File: src/rtl/iq_symbol_demodulator.sv
// BPSK/QPSK correlating demodulator: correlates offset-binary samples against external
// sine/cosine tables over one symbol period and emits decided symbols on valid/ready.
module iq_symbol_demodulator #(
  parameter int DATA_WIDTH        = 8,
  parameter int WAVELENGTH        = 16,
  parameter int CYCLES_PER_SYMBOL = 1,
  parameter int OFFSET            = 2 ** (DATA_WIDTH - 1),
  parameter int THRESHOLD         = 64,
  parameter int SKIP              = WAVELENGTH
) (
  input  logic                          clk,
  input  logic                          reset,
  input  logic                          enable,
  input  logic                          qpsk_mode,
  input  logic [DATA_WIDTH-1:0]         sample_in,
  input  logic                          sample_valid,
  output logic [$clog2(WAVELENGTH)-1:0] phase_out,
  input  logic [DATA_WIDTH-1:0]         ref_sin,
  input  logic [DATA_WIDTH-1:0]         ref_cos,
  output logic [1:0]                    sym_data,
  output logic                          sym_conf,
  output logic                          sym_valid,
  input  logic                          sym_ready,
  output logic                          overflow
);

  localparam int SYM_LEN = WAVELENGTH * CYCLES_PER_SYMBOL;
  localparam int PH_W    = $clog2(WAVELENGTH);
  localparam int CNT_W   = (SYM_LEN > 1) ? $clog2(SYM_LEN) : 1;
  localparam int SKIP_W  = (SKIP > 1) ? $clog2(SKIP) : 1;
  localparam int SMP_W   = DATA_WIDTH + 1;
  localparam int PROD_W  = 2 * DATA_WIDTH + 2;
  localparam int ACC_W   = PROD_W + $clog2(SYM_LEN);

  localparam logic signed [SMP_W-1:0] ZERO_LVL  = SMP_W'(OFFSET);
  localparam logic signed [ACC_W-1:0] THR       = ACC_W'(THRESHOLD);
  localparam logic [PH_W-1:0]         PH_LAST   = PH_W'(WAVELENGTH - 1);
  localparam logic [CNT_W-1:0]        CNT_LAST  = CNT_W'(SYM_LEN - 1);
  localparam logic [SKIP_W-1:0]       SKIP_LAST = SKIP_W'((SKIP > 0) ? SKIP - 1 : 0);

  typedef enum logic [1:0] {ST_IDLE, ST_SKIP, ST_RUN} state_t;

  state_t                    state, state_next;
  logic                      mode_qpsk;
  logic [SKIP_W-1:0]         skip_cnt;
  logic [CNT_W-1:0]          sym_cnt;
  logic signed [SMP_W-1:0]   samp_p0;
  logic                      vld_p0;
  logic signed [ACC_W-1:0]   acc_i, acc_q;
  logic signed [SMP_W-1:0]   rsin_s, rcos_s;
  logic signed [PROD_W-1:0]  prod_i, prod_q;
  logic signed [ACC_W-1:0]   sum_i, sum_q;
  logic                      run_now, sym_end;
  logic [1:0]                dec_data;
  logic                      dec_conf;

  function automatic logic signed [SMP_W-1:0] remove_offset(input logic [DATA_WIDTH-1:0] v);
    return $signed({1'b0, v}) - ZERO_LVL;
  endfunction

  function automatic logic exceeds_thr(input logic signed [ACC_W-1:0] v);
    logic signed [ACC_W-1:0] mag;
    mag = v[ACC_W-1] ? -v : v;
    return mag > THR;
  endfunction

  always_comb begin
    state_next = state;
    case (state)
      ST_IDLE: if (enable) state_next = (SKIP == 0) ? ST_RUN : ST_SKIP;
      ST_SKIP: if (sample_valid && skip_cnt == SKIP_LAST) state_next = ST_RUN;
      ST_RUN:  state_next = ST_RUN;
      default: state_next = ST_IDLE;
    endcase
    if (!enable) state_next = ST_IDLE;
  end

  always_ff @(posedge clk) begin
    if (reset) begin
      state     <= ST_IDLE;
      mode_qpsk <= 1'b0;
      skip_cnt  <= '0;
    end else begin
      state <= state_next;
      if (state == ST_IDLE && enable) mode_qpsk <= qpsk_mode;
      if (state == ST_SKIP && enable) begin
        if (sample_valid) skip_cnt <= skip_cnt + SKIP_W'(1);
      end else begin
        skip_cnt <= '0;
      end
    end
  end

  assign run_now = (state == ST_RUN) && enable;

  // Stage p0: sample registered alongside the table lookup for its phase
  always_ff @(posedge clk) begin
    if (reset || !run_now) begin
      phase_out <= '0;
      sym_cnt   <= '0;
      vld_p0    <= 1'b0;
      samp_p0   <= '0;
      acc_i     <= '0;
      acc_q     <= '0;
    end else begin
      vld_p0 <= sample_valid;
      if (sample_valid) begin
        samp_p0   <= remove_offset(sample_in);
        phase_out <= (phase_out == PH_LAST) ? '0 : phase_out + PH_W'(1);
      end
      if (vld_p0) begin
        if (sym_cnt == CNT_LAST) begin
          sym_cnt <= '0;
          acc_i   <= '0;
          acc_q   <= '0;
        end else begin
          sym_cnt <= sym_cnt + CNT_W'(1);
          acc_i   <= sum_i;
          acc_q   <= mode_qpsk ? sum_q : '0;
        end
      end
    end
  end

  // Stage p1: product with the reference that arrived one cycle after the sample
  assign rsin_s = remove_offset(ref_sin);
  assign rcos_s = remove_offset(ref_cos);
  assign prod_i = PROD_W'(samp_p0) * PROD_W'(rsin_s);
  assign prod_q = PROD_W'(samp_p0) * PROD_W'(rcos_s);
  assign sum_i  = acc_i + ACC_W'(prod_i);
  assign sum_q  = acc_q + ACC_W'(prod_q);

  assign sym_end  = run_now && vld_p0 && (sym_cnt == CNT_LAST);
  assign dec_data = {mode_qpsk & sum_q[ACC_W-1], sum_i[ACC_W-1]};
  assign dec_conf = exceeds_thr(sum_i) && (!mode_qpsk || exceeds_thr(sum_q));

  // Output register: a completed symbol is dropped only when the held one is not being taken
  always_ff @(posedge clk) begin
    if (reset) begin
      sym_data  <= 2'b00;
      sym_conf  <= 1'b0;
      sym_valid <= 1'b0;
      overflow  <= 1'b0;
    end else begin
      if (sym_end) begin
        if (!sym_valid || sym_ready) begin
          sym_data  <= dec_data;
          sym_conf  <= dec_conf;
          sym_valid <= 1'b1;
        end else begin
          overflow <= 1'b1;
        end
      end else if (sym_ready) begin
        sym_valid <= 1'b0;
      end
      if (state != ST_IDLE && state_next == ST_IDLE) overflow <= 1'b0;
    end
  end

endmodule
File: config.mk
export PLATFORM = sky130hd
export DESIGN_NAME = iq_symbol_demodulator
export DESIGN_NICKNAME = d
export VERILOG_FILES = /design/src/rtl/iq_symbol_demodulator.sv
export SDC_FILE = /design/constraint.sdc
export NUM_CORES = 1
export LEC_CHECK = 0
export ABC_AREA = 1
export ABC_CLOCK_PERIOD_IN_PS = 14810
export CORE_AREA = 2 2 167 234
export DETAILED_ROUTE_END_ITERATION = 16
export DIE_AREA = 0 0 169 236
export PLACE_DENSITY = 0.47
export SYNTH_ARGS = -nofsm -noshare
export SYNTH_HDL_FRONTEND = slang
export SYNTH_SLANG_ARGS = --single-unit
File: constraint.sdc
create_clock -name clk -period 14.81 [get_ports clk]
set_input_delay 4.443 -clock clk [delete_from_list [all_inputs] [get_ports clk]]
set_output_delay 4.443 -clock clk [all_outputs]
set_load 0.005 [all_outputs]
==> metrics.md, run 1 <==
| Metric | Value |
|---|---|
| Routability cong. | 0.870 |
| ANT cells | 0 |
| CTS H-tree depth | 3 |
| Core area | 0.0381 mm² |
| Die area | between 0.03 and 0.04 mm² |
| Resize count post-CTS | 0 |
| DRC Markers | 0 |
| Met3 wire len | 614 µm |
| TritonRoute pass-1 iters | 5 |
| Slew @ Worst Pin | 1.05 ns |
| Fin crit period | 11.16 ns |
| CTS tree | built |
| Final worst slack | 3.65 ns |
| DR WL met2 | 23.1 mm |
| Worst EP required | 15.07 ns |
| Layout fillers | 4211 |
| Count of cell types in the netlist | slightly above 40 |
| Psw | 178 µW |
| Die height | 236 µm |
| Nets | 2257 |
| Mapped Nets | 2256 |
| Worst EP arrival | 11.42 ns |
| Post-route cell area | 0.0141 mm² |
| GRT Total Usage | 0.209 |
| Placement Setup Slack | 3.24 ns |
| Post-DP Area | 0.0138 mm² |
| Worst setup EP type | flip-flop |
| Clock Path Buffers | 2 |
| Post-synth EDFFs | 0 |
| CP peak stage delay | between 0.7 and 0.8 ns |
| Sink Count | 73 |
| Slew HR | 0.297 |
| Crit-path max FO | 23 |
| Starting Density | 0.343 |
| Startpoint Class | input pin |
| Part of the power in registers | 0.372 |
| Yosys top cell area share | 0.273 |
| Synth cell count leaders | nand2_1 (575), inv_1 (479), fa_1 (178) |
| Vias in the first global route | 11900 |
| Switching Share | 0.336 |
| Top post-synthesis cells by area | fa_1 (27%), nand2_1 (17%), inv_1 (14%), dfxtp_1 (11%), ha_1 (11%) |
| Total wire length | 39.7 mm |
| Total negative slack | 0 ns |
| Post-synth top area cell | fa_1 |
| Maximum Capacitance Violations | 0 |
| Final setup fails | 0 |
| Grt total ovfl | 0 |
| Clock Tree Root | clkbuf_16 |
| Worst-path clk slew | 0.06 ns |
| Unrepaired setup endpoints after global routing | no |
| Largest net degree at the start of global routing | 51 |
| Pwr dens | 37.5 mW/mm² |
| Clock skew | 0.0122 ns |
| P_int | around 350 µW |
| Util after Layout | 0.371 |
| ANT nets after route | 0 |
| Global-route wire length before repair | 63.6 mm |
| CTS Hold Bufs | 0 |
| Primary FF master, synth | dfxtp_1 |
| Worst hold path class | flip-flop to flip-flop |
| Via Count | 11400 |
| Final hold vios | 0 |
| Initial antenna violation count | 0 |
| Yosys warns | 0 |
| Asr flop ratio synth | 0 |
| Clk_lat worst skew | approximately 0.38 ns |
| Sequential-to-total area share from yosys stat | 0.112 |
| IO buf count | 38 |
| Comb power frac | 0.199 |
| Overall power | 530 µW |
| Final cell count without fillers | about 2400 |
| Avg Cell Area, Syn | 6.75 µm² |
| Outcome | complete, no violations |
| Slowest-stage cell, CP | fa_1 |
| Routed WL per cell | 16.4 µm |
| Clock power frac | 0.429 |
| Met1 wire length | 14.3 mm |
| Flops & latches, synth | 73 |
| Ports | 39 |
| Leakage power | 8.00 nW |
| Max Clk Rate | between 80 and 90 MHz |
| Post-CTS setup buffers | 0 |
| Crit share post-route | 0.753 |
| Vias per cell | roughly 4.7 |
| Rows | 85 |
| Ratio of cells with drive above 1 in the final layout | 0.0325 |
| Peak VDD IR | roughly 0.000059 V |
| Placed Cells | 2400 |
| Hold_ws | 0.468 ns |
| Setup slack, reg-to-reg | 7.54 ns |
| DR iter-0 viols | ~380 |
| Die Wd | 169 µm |
| DR top layer | met4 |
| Area growth from synthesis to layout | 8.26% |
| Post-synthesis instance total | around 1900 |
| Crit path kind | input pin to flip-flop |
| Fin. max-slew vios | 0 |
| CTS Buf Count | 9 |
| Hpwl dp | 33.9 mm |
| Synthesized area | around 0.013 mm² |
| Count leader, synth | nand2_1 |
-- worst max-delay path, delay by kind of cell --
family,cells,cell delay (ns)
adder cells (fa/ha/maj),6,3.41
AO/OA/AOI/OAI,3,0.43
AND/OR/NAND/NOR,12,2.17
buffers and inverters,6,0.96
-- per-layer routing --
layer | global-route usage | vias up
met5 | 0 | -
met2 | 0.429 | 125
met4 | 0.0904 | 0
met3 | 0.0154 | 52
li1 | - | 5701
met1 | 0.209 | 5473
-- cell type report --
class	instances	area, µm²	area share
Clock inverter	5	38.8	0.00275
Multi-Input combinational cell	1324	9550	0.677
Timing Repair Buffer	42	410	0.0291
Tap cell	478	598	0.0424
Sequential cell	73	1460	0.104
Inverter	483	1810	0.128
Clock buffer	11	243	0.0172
-- cells in the final DEF (no fill, tap or decap), drive strengths merged, types with 2 or more instances in the layout --
| cell type | count |
|---|---|
| a21o | 2 |
| a21oi | 87 |
| a22oi | 2 |
| and2 | 3 |
| buf | 4 |
| clkbuf | 11 |
| clkdlybuf4s50 | 38 |
| clkinv | 3 |
| dfxtp | 73 |
| fa | 178 |
| ha | 116 |
| inv | 484 |
| nand2 | 593 |
| nand3 | 122 |
| nand3b | 12 |
| nand4 | 15 |
| nor2 | 133 |
| nor3 | 16 |
| o21ai | 16 |
| o21bai | 2 |
| or2 | 2 |
| xnor2 | 10 |
| xor2 | 10 |
-- logic make-up (layout without fill, tap and decap cells) --
kind of cell,Yosys count,in the layout,share of synthesized area
buffers and inverters,535,541,0.155
AO/OA/AOI/OAI,112,112,0.0451
AND/OR/NAND/NOR,898,898,0.289
XOR/XNOR,20,20,0.0140
flip-flops,73,73,0.112
adder cells (fa/ha/maj),294,294,0.385
-- final timing paths --
kind / start / end / cells after the start
worst min register to register: acc_q[6] / acc_q[6] / 2
worst min-delay path: acc_q[6] / acc_q[6] / 2
worst max register to register: samp_p0[2] / sym_conf / 25
worst max-delay path: ref_cos[0] / sym_conf / 27
-- power groups by stage --
stage                     registers [mW]  logic, mW  clock network [mW]
after floorplan                    0.201     0.0734                   0
after global placement             0.202      0.106                   0
after detailed placement           0.202      0.106                   0
after CTS                          0.197      0.107               0.235
after global routing               0.197      0.120               0.238
final                              0.197      0.106               0.227
-- sequential cells by signal, summed over array words and instances (netlist names) --
register,flops
vld_p0,1
overflow,1
acc_q,22
skip_cnt,4
sym_valid,1
sym_data,2
state,2
mode_qpsk,1
sym_cnt,4
samp_p0,8
phase_out,4
sym_conf,1
acc_i,22
Note: power is estimated with default switching activity, not from simulation.
==> run 2, diff against run 1 <==
Settings changed: ABC_CLOCK_PERIOD_IN_PS 14810 to 10750.
Clock period 14.81 ns to 10.75 ns, I/O delays scaled along.
==> run 2 against run 1 <==
- worst setup slack got worse by 2.7 ns
- count of clock-buffer cells in the layout fell by 2
- core utilization rose by 0.15 points
- power rose by 35%
- sequential power rose by 38%
- first-iteration DRC count rose by 42%
- register-to-register slack got worse by 3.9 ns
- via count fell by 0.51%
- critical path depth rose by 5
- clock skew barely moved
- largest power group unchanged
==> metrics.md, run 2 (same netlist as run 1, synthesis figures left out) <==
| Metric | Value |
|---|---|
| Outcome | complete, no violations |
| Pwr dens | 50.3 mW/mm² |
| Vias per cell | 4.66 |
| Worst EP arrival | around 10 ns |
| Worst-path clk slew | roughly 0.070 ns |
| Via Count | 11300 |
| Final hold vios | 0 |
| Resize count post-CTS | 0 |
| GRT Total Usage | 0.199 |
| CP peak stage delay | 0.59 ns |
| Grt total ovfl | 0 |
| Area growth from synthesis to layout | 8.71% |
| Most common cell after layout, fill and taps aside | nand2_1 |
| Routed WL per cell | 15.6 µm |
| Post-DP Area | 0.0139 mm² |
| Fin crit period | roughly 10 ns |
| Ports | 39 |
| DR iter-0 viols | 544 |
| TritonRoute pass-1 iters | 8 |
| IO buf count | 38 |
| Post-route cell area | 0.0142 mm² |
| Leakage power | between 8 and 9 nW |
| Die Wd | 169 µm |
| Worst setup EP type | flip-flop |
| ANT nets after route | 0 |
| Maximum Capacitance Violations | 0 |
| Biggest regs | acc_i (22), acc_q (22), samp_p0 (8) |
| Clock Tree Root | clkbuf_16 |
| Slew HR | 0.305 |
| Post-CTS setup buffers | 0 |
| CTS H-tree depth | 3 |
| DRC Markers | 0 |
| Rows | 85 |
| CTS Hold Bufs | 0 |
| Crit-path max FO | 23 |
| Fin. max-slew vios | 0 |
| Final setup fails | 0 |
| Crit path kind | input pin to flip-flop |
| Sink Count | 73 |
| Crit share post-route | 0.910 |
| Max Clk Rate | 102 MHz |
| Core area | 0.0381 mm² |
| Overall power | 714 µW |
| Die height | 236 µm |
| Clock Path Buffers | 2 |
| Clk_lat worst skew | 0.36 ns |
| Unrepaired setup endpoints after global routing | no |
| Peak VDD IR | ~0.000057 V |
| Ratio of cells with drive above 1 in the final layout | 0.0370 |
| Total negative slack | 0 ns |
| Clock skew | 0.0123 ns |
| Startpoint Class | input pin |
| CTS tree | built |
| CP dominant cell by count | nand2_1 |
| Total wire length | 37.7 mm |
| Slew @ Worst Pin | 1.04 ns |
| Worst hold path class | flip-flop to flip-flop |
| Worst EP required | 11.00 ns |
| Hpwl dp | 32.4 mm |
| Routability cong. | 0.882 |
| Largest net degree at the start of global routing | 47 |
| Vias in the first global route | about 12000 |
| Die area | 0.0399 mm² |
| Initial antenna violation count | 1 |
| Global-route wire length before repair | 61.7 mm |
| Slowest-stage cell, CP | clkdlybuf4s50_1 |
| Commonest cells after routing, fill and taps aside | nand2_1 (575), inv_1 (479), fa_1 (178) |
| CTS Buf Count | 9 |
| Starting Density | 0.343 |
| Nets | 2266 |
-- run 2: critical path: cells and delay by family --
family          cells  cell delay, ns
compound gates      1            0.06
simple gates       17            2.43
fa+ha+maj           6            3.10
buf+inv             8            1.17
-- run 2: through the flow --
stage	utilization	hold WS (ns)	setup slack, ns	instances
2_1_floorplan	-	0.445	2.13	1932
3_3_place_gp	0.365	0.455	0.692	2409
3_5_place_dp	0.365	0.460	0.601	2409
4_1_cts	0.372	0.471	0.985	2424
5_1_grt	0.372	0.493	0.457	2425
6_report	0.372	0.466	0.972	2425
-- run 2: layout make-up --
type | count | area, µm²
Clock inverter | 6 | 45.0
Sequential cell | 73 | 1460
Antenna cell | 1 | 2.50
Clock buffer | 9 | 225
Tap cell | 478 | 598
Fill cell | 4195 | 23900
Inverter | 483 | 1810
Multi-Input combinational cell | 1324 | 9550
Timing Repair Buffer | 51 | 478
-- run 2: path summary, 6_finish.rpt --
check / startpoint / to / slack, ns / cells past startpoint
hold / removal: acc_q[3] / acc_q[3] / 0.47 / 2
hold reg to reg: acc_q[3] / acc_q[3] / 0.47 / 2
setup / recovery: ref_cos[3] / sym_conf / 0.97 / 32
setup reg to reg: samp_p0[7] / sym_conf / 3.68 / 26
-- run 2: routing by layer --
metal	track usage	share of wire	vias up	routed length, µm
met5	0	0	-	0
met4	0.0673	0.030	0	1120
met3	0.0158	0.015	51	552
met2	0.414	0.58	130	22000
met1	0.203	0.37	5381	14100
li1	-	-	5731	-
-- run 2: report_power, final --
group	total (mW)	leakage (nW)	switching [mW]	internal [mW]
logic	0.146	7.32	0.0956	0.0503
clock network	0.297	0.124	0.141	0.156
registers	0.271	0.588	0.000529	0.271
total	0.714	8.03	0.237	0.477
==> run 3, diff against run 2 <==
Settings changed: GPL_ROUTABILITY_DRIVEN set to 0, PLACE_DENSITY 0.47 to 0.49.
==> run 3 against run 2 <==
- critical path depth decreased by 8
- largest power group unchanged
- combinational power about the same
- power increased by 5.5%
- largest cell class unchanged
- critical endpoint unchanged
- fmax increased by 0.44%
- global-route usage increased by 0.64 points
- flip-flop and latch count unchanged
- final area about the same
- final cell count decreased by 0.25%
- critical path type unchanged
- count of clock-buffer cells in the layout increased by 1
==> metrics.md, run 3 (same netlist as run 1, synthesis figures left out) <==
| Metric | Value |
|---|---|
| Pwr dens | 53.1 mW/mm² |
| Area of the multi-input gates | 0.00955 mm² |
| Clk_lat worst skew | between 0.3 and 0.4 ns |
| Nets | 2260 |
| Clock skew | 0.0131 ns |
| Vias in the first global route | approximately 12000 |
| Outcome | complete, no violations |
| ANT nets after route | 0 |
| Startpoint Class | input pin |
| Terminus of the critical flop-to-flop path | sym_conf |
| Worst setup EP type | flip-flop |
| Vias per cell | 4.73 |
| Hpwl dp | approximately 34 mm |
| Final hold vios | 0 |
| Area growth from synthesis to layout | 8.66% |
| Largest net degree at the start of global routing | 47 |
| Worst hold path class | flip-flop to flip-flop |
| IO buf count | 38 |
| Crit-path max FO | 23 |
| Routed WL per cell | 16.0 µm |
| Total wire length | about 39 mm |
| Global-route wire length before repair | ~63 mm |
| Resize count post-CTS | 0 |
| Via Count | ~11000 |
| Layout fillers | 4175 |
| Grt total ovfl | 0 |
| Total negative slack | 0 ns |
| Commonest cells after routing, fill and taps aside | nand2_1 (575), inv_1 (479), fa_1 (178) |
| Peak VDD IR | slightly below 0.00008 V |
| Rows | between 80 and 90 |
| Ratio of cells with drive above 1 in the final layout | 0.0345 |
| Worst EP arrival | between 9 and 10 ns |
| Most common cell after layout, fill and taps aside | nand2_1 |
| CP endpoint | sym_conf |
| Fin. max-slew vios | 0 |
| Comb power frac | 0.191 |
| TritonRoute pass-1 iters | 5 |
| Biggest regs | acc_i (22), acc_q (22), samp_p0 (8) |
| Max Clk Rate | 103 MHz |
| CTS Buf Count | 9 |
| Initial antenna violation count | 0 |
| Crit. Startpoint | ref_cos[7] |
| DRC Markers | 0 |
| CP dominant cell by count | fa_1 |
| Crit path kind | input pin to flip-flop |
| Hold_ws | 0.468 ns |
| Sink Count | 73 |
| Critical path depth | 24 |
| P_int | slightly above 500 µW |
| CTS tree | built |
| Setup slack, reg-to-reg | 3.80 ns |
| CTS Hold Bufs | 0 |
| ANT cells | 0 |
| Slew HR | 0.332 |
| Crit-path cells | clkdlybuf4s50_1 > nor2_1 > fa_1 > inv_1 > fa_1 > fa_1 > inv_1 > fa_1 > inv_1 > fa_1 > inv_1 > ha_1 > a21oi_1 > o21ai_0 > nor2_1 > nand3_1 > nand2_1 > nand2_1 > nand2_1 > nor2_1 > nor3_1 > nand3_1 > nand3_1 > a21oi_2 |
| Psw | 243 µW |
| Die height | 236 µm |
| Worst-path clk slew | around 0.070 ns |
| Post-CTS setup buffers | 0 |
| Start point of the worst hold path | acc_i[3] |
| Switching Share | 0.323 |
| Slowest-stage cell, CP | clkdlybuf4s50_1 |
| Die area | approximately 0.04 mm² |
| GRT Total Usage | 0.206 |
| Clock Tree Root | clkbuf_16 |
| Maximum Capacitance Violations | 0 |
| Clock power frac | 0.449 |
| Core area | 0.0381 mm² |
| Clock Path Buffers | 2 |
| Buf+Inv Stages, Crit Path | 5 |
| CP top delay family | adder cells |
| Worst EP required | about 11 ns |
| Die Wd | 169 µm |
| Leakage power | 8.03 nW |
| Unrepaired setup endpoints after global routing | no |
| Final setup fails | 0 |
| Register Area | 0.00146 mm² |
| Reg2reg start | samp_p0[3] |
| Fin crit period | 9.74 ns |
| Part of the power in registers | 0.361 |
| Worst reg2reg path depth | 25 |
| Crit share post-route | 0.906 |
| CTS H-tree depth | 3 |
| CP peak stage delay | around 0.83 ns |
| Ports | 39 |
| Slew @ Worst Pin | 1.00 ns |
| Starting Density | 0.343 |
| DR iter-0 viols | 504 |
## run 3: cell types whose count changed in the layout (fill, tap and decap cells not counted)
cell and change:
buf_4 -6, bufinv_16 +1, clkbuf_8 +1, clkinv_2 -1
clkinvlp_4 -2, diode_2 -1, inv_6 +2
## run 3: worst min-delay path by stage
stage / cells past startpoint / to / slack [ns]
after floorplan: 2 / skip_cnt[3] / 0.44
after global placement: 2 / acc_i[0] / 0.45
after detailed placement: 2 / acc_i[2] / 0.46
after CTS: 2 / acc_i[2] / 0.47
after global routing: 2 / acc_q[0] / 0.48
final: 2 / acc_i[3] / 0.47
## run 3: power by group through the flow
stage          sequential [mW]  clock (mW)  combinational [mW]
3_5_place_dp             0.278           0               0.144
4_1_cts                  0.271       0.349               0.145
3_3_place_gp             0.278           0               0.143
6_report                 0.271       0.338               0.143
5_1_grt                  0.271       0.358               0.164
2_1_floorplan            0.277           0               0.101
## run 3: layout make-up
| cell class | count | share of cell area |
|---|---|---|
| Clock buffer | 10 | 0.0169 |
| Clock inverter | 6 | 0.00512 |
| Inverter | 483 | 0.128 |
| Multi-Input combinational cell | 1324 | 0.674 |
| Sequential cell | 73 | 0.103 |
| Tap cell | 478 | 0.0422 |
| Timing Repair Buffer | 45 | 0.0305 |
## run 3: routing by layer
metal  GRT usage  vias to the layer above  routed length [µm]  part of all wire
li1            -                     5707                   -                 -
met5           0                        -                   0                 0
met2       0.409                      167               21600              0.56
met4       0.131                        0                2730             0.070
met1       0.199                     5474               13800              0.36
met3      0.0180                       91                 687             0.018
## run 3: metrics by stage
stage / total power [mW] / cell area (µm²) / cells / util / setup WS [ns]
after floorplan: 0.378 / 13000 / 1932 / - / 2.13
after global placement: 0.421 / 13900 / 2403 / 0.364 / 0.747
after detailed placement: 0.421 / 13900 / 2403 / 0.364 / 0.650
after CTS: 0.766 / 14200 / 2419 / 0.372 / 1.03
after global routing: 0.794 / 14200 / 2419 / 0.372 / 0.512
final: 0.753 / 14200 / 2419 / 0.372 / 1.01
## run 3: tightest hold or removal path: cells and delay by family (launching register included)
family / cells / cell delay (ns)
AND/OR/NAND/NOR: 1 / 0.06
flip-flops: 1 / 0.31
AO/OA/AOI/OAI: 1 / 0.05
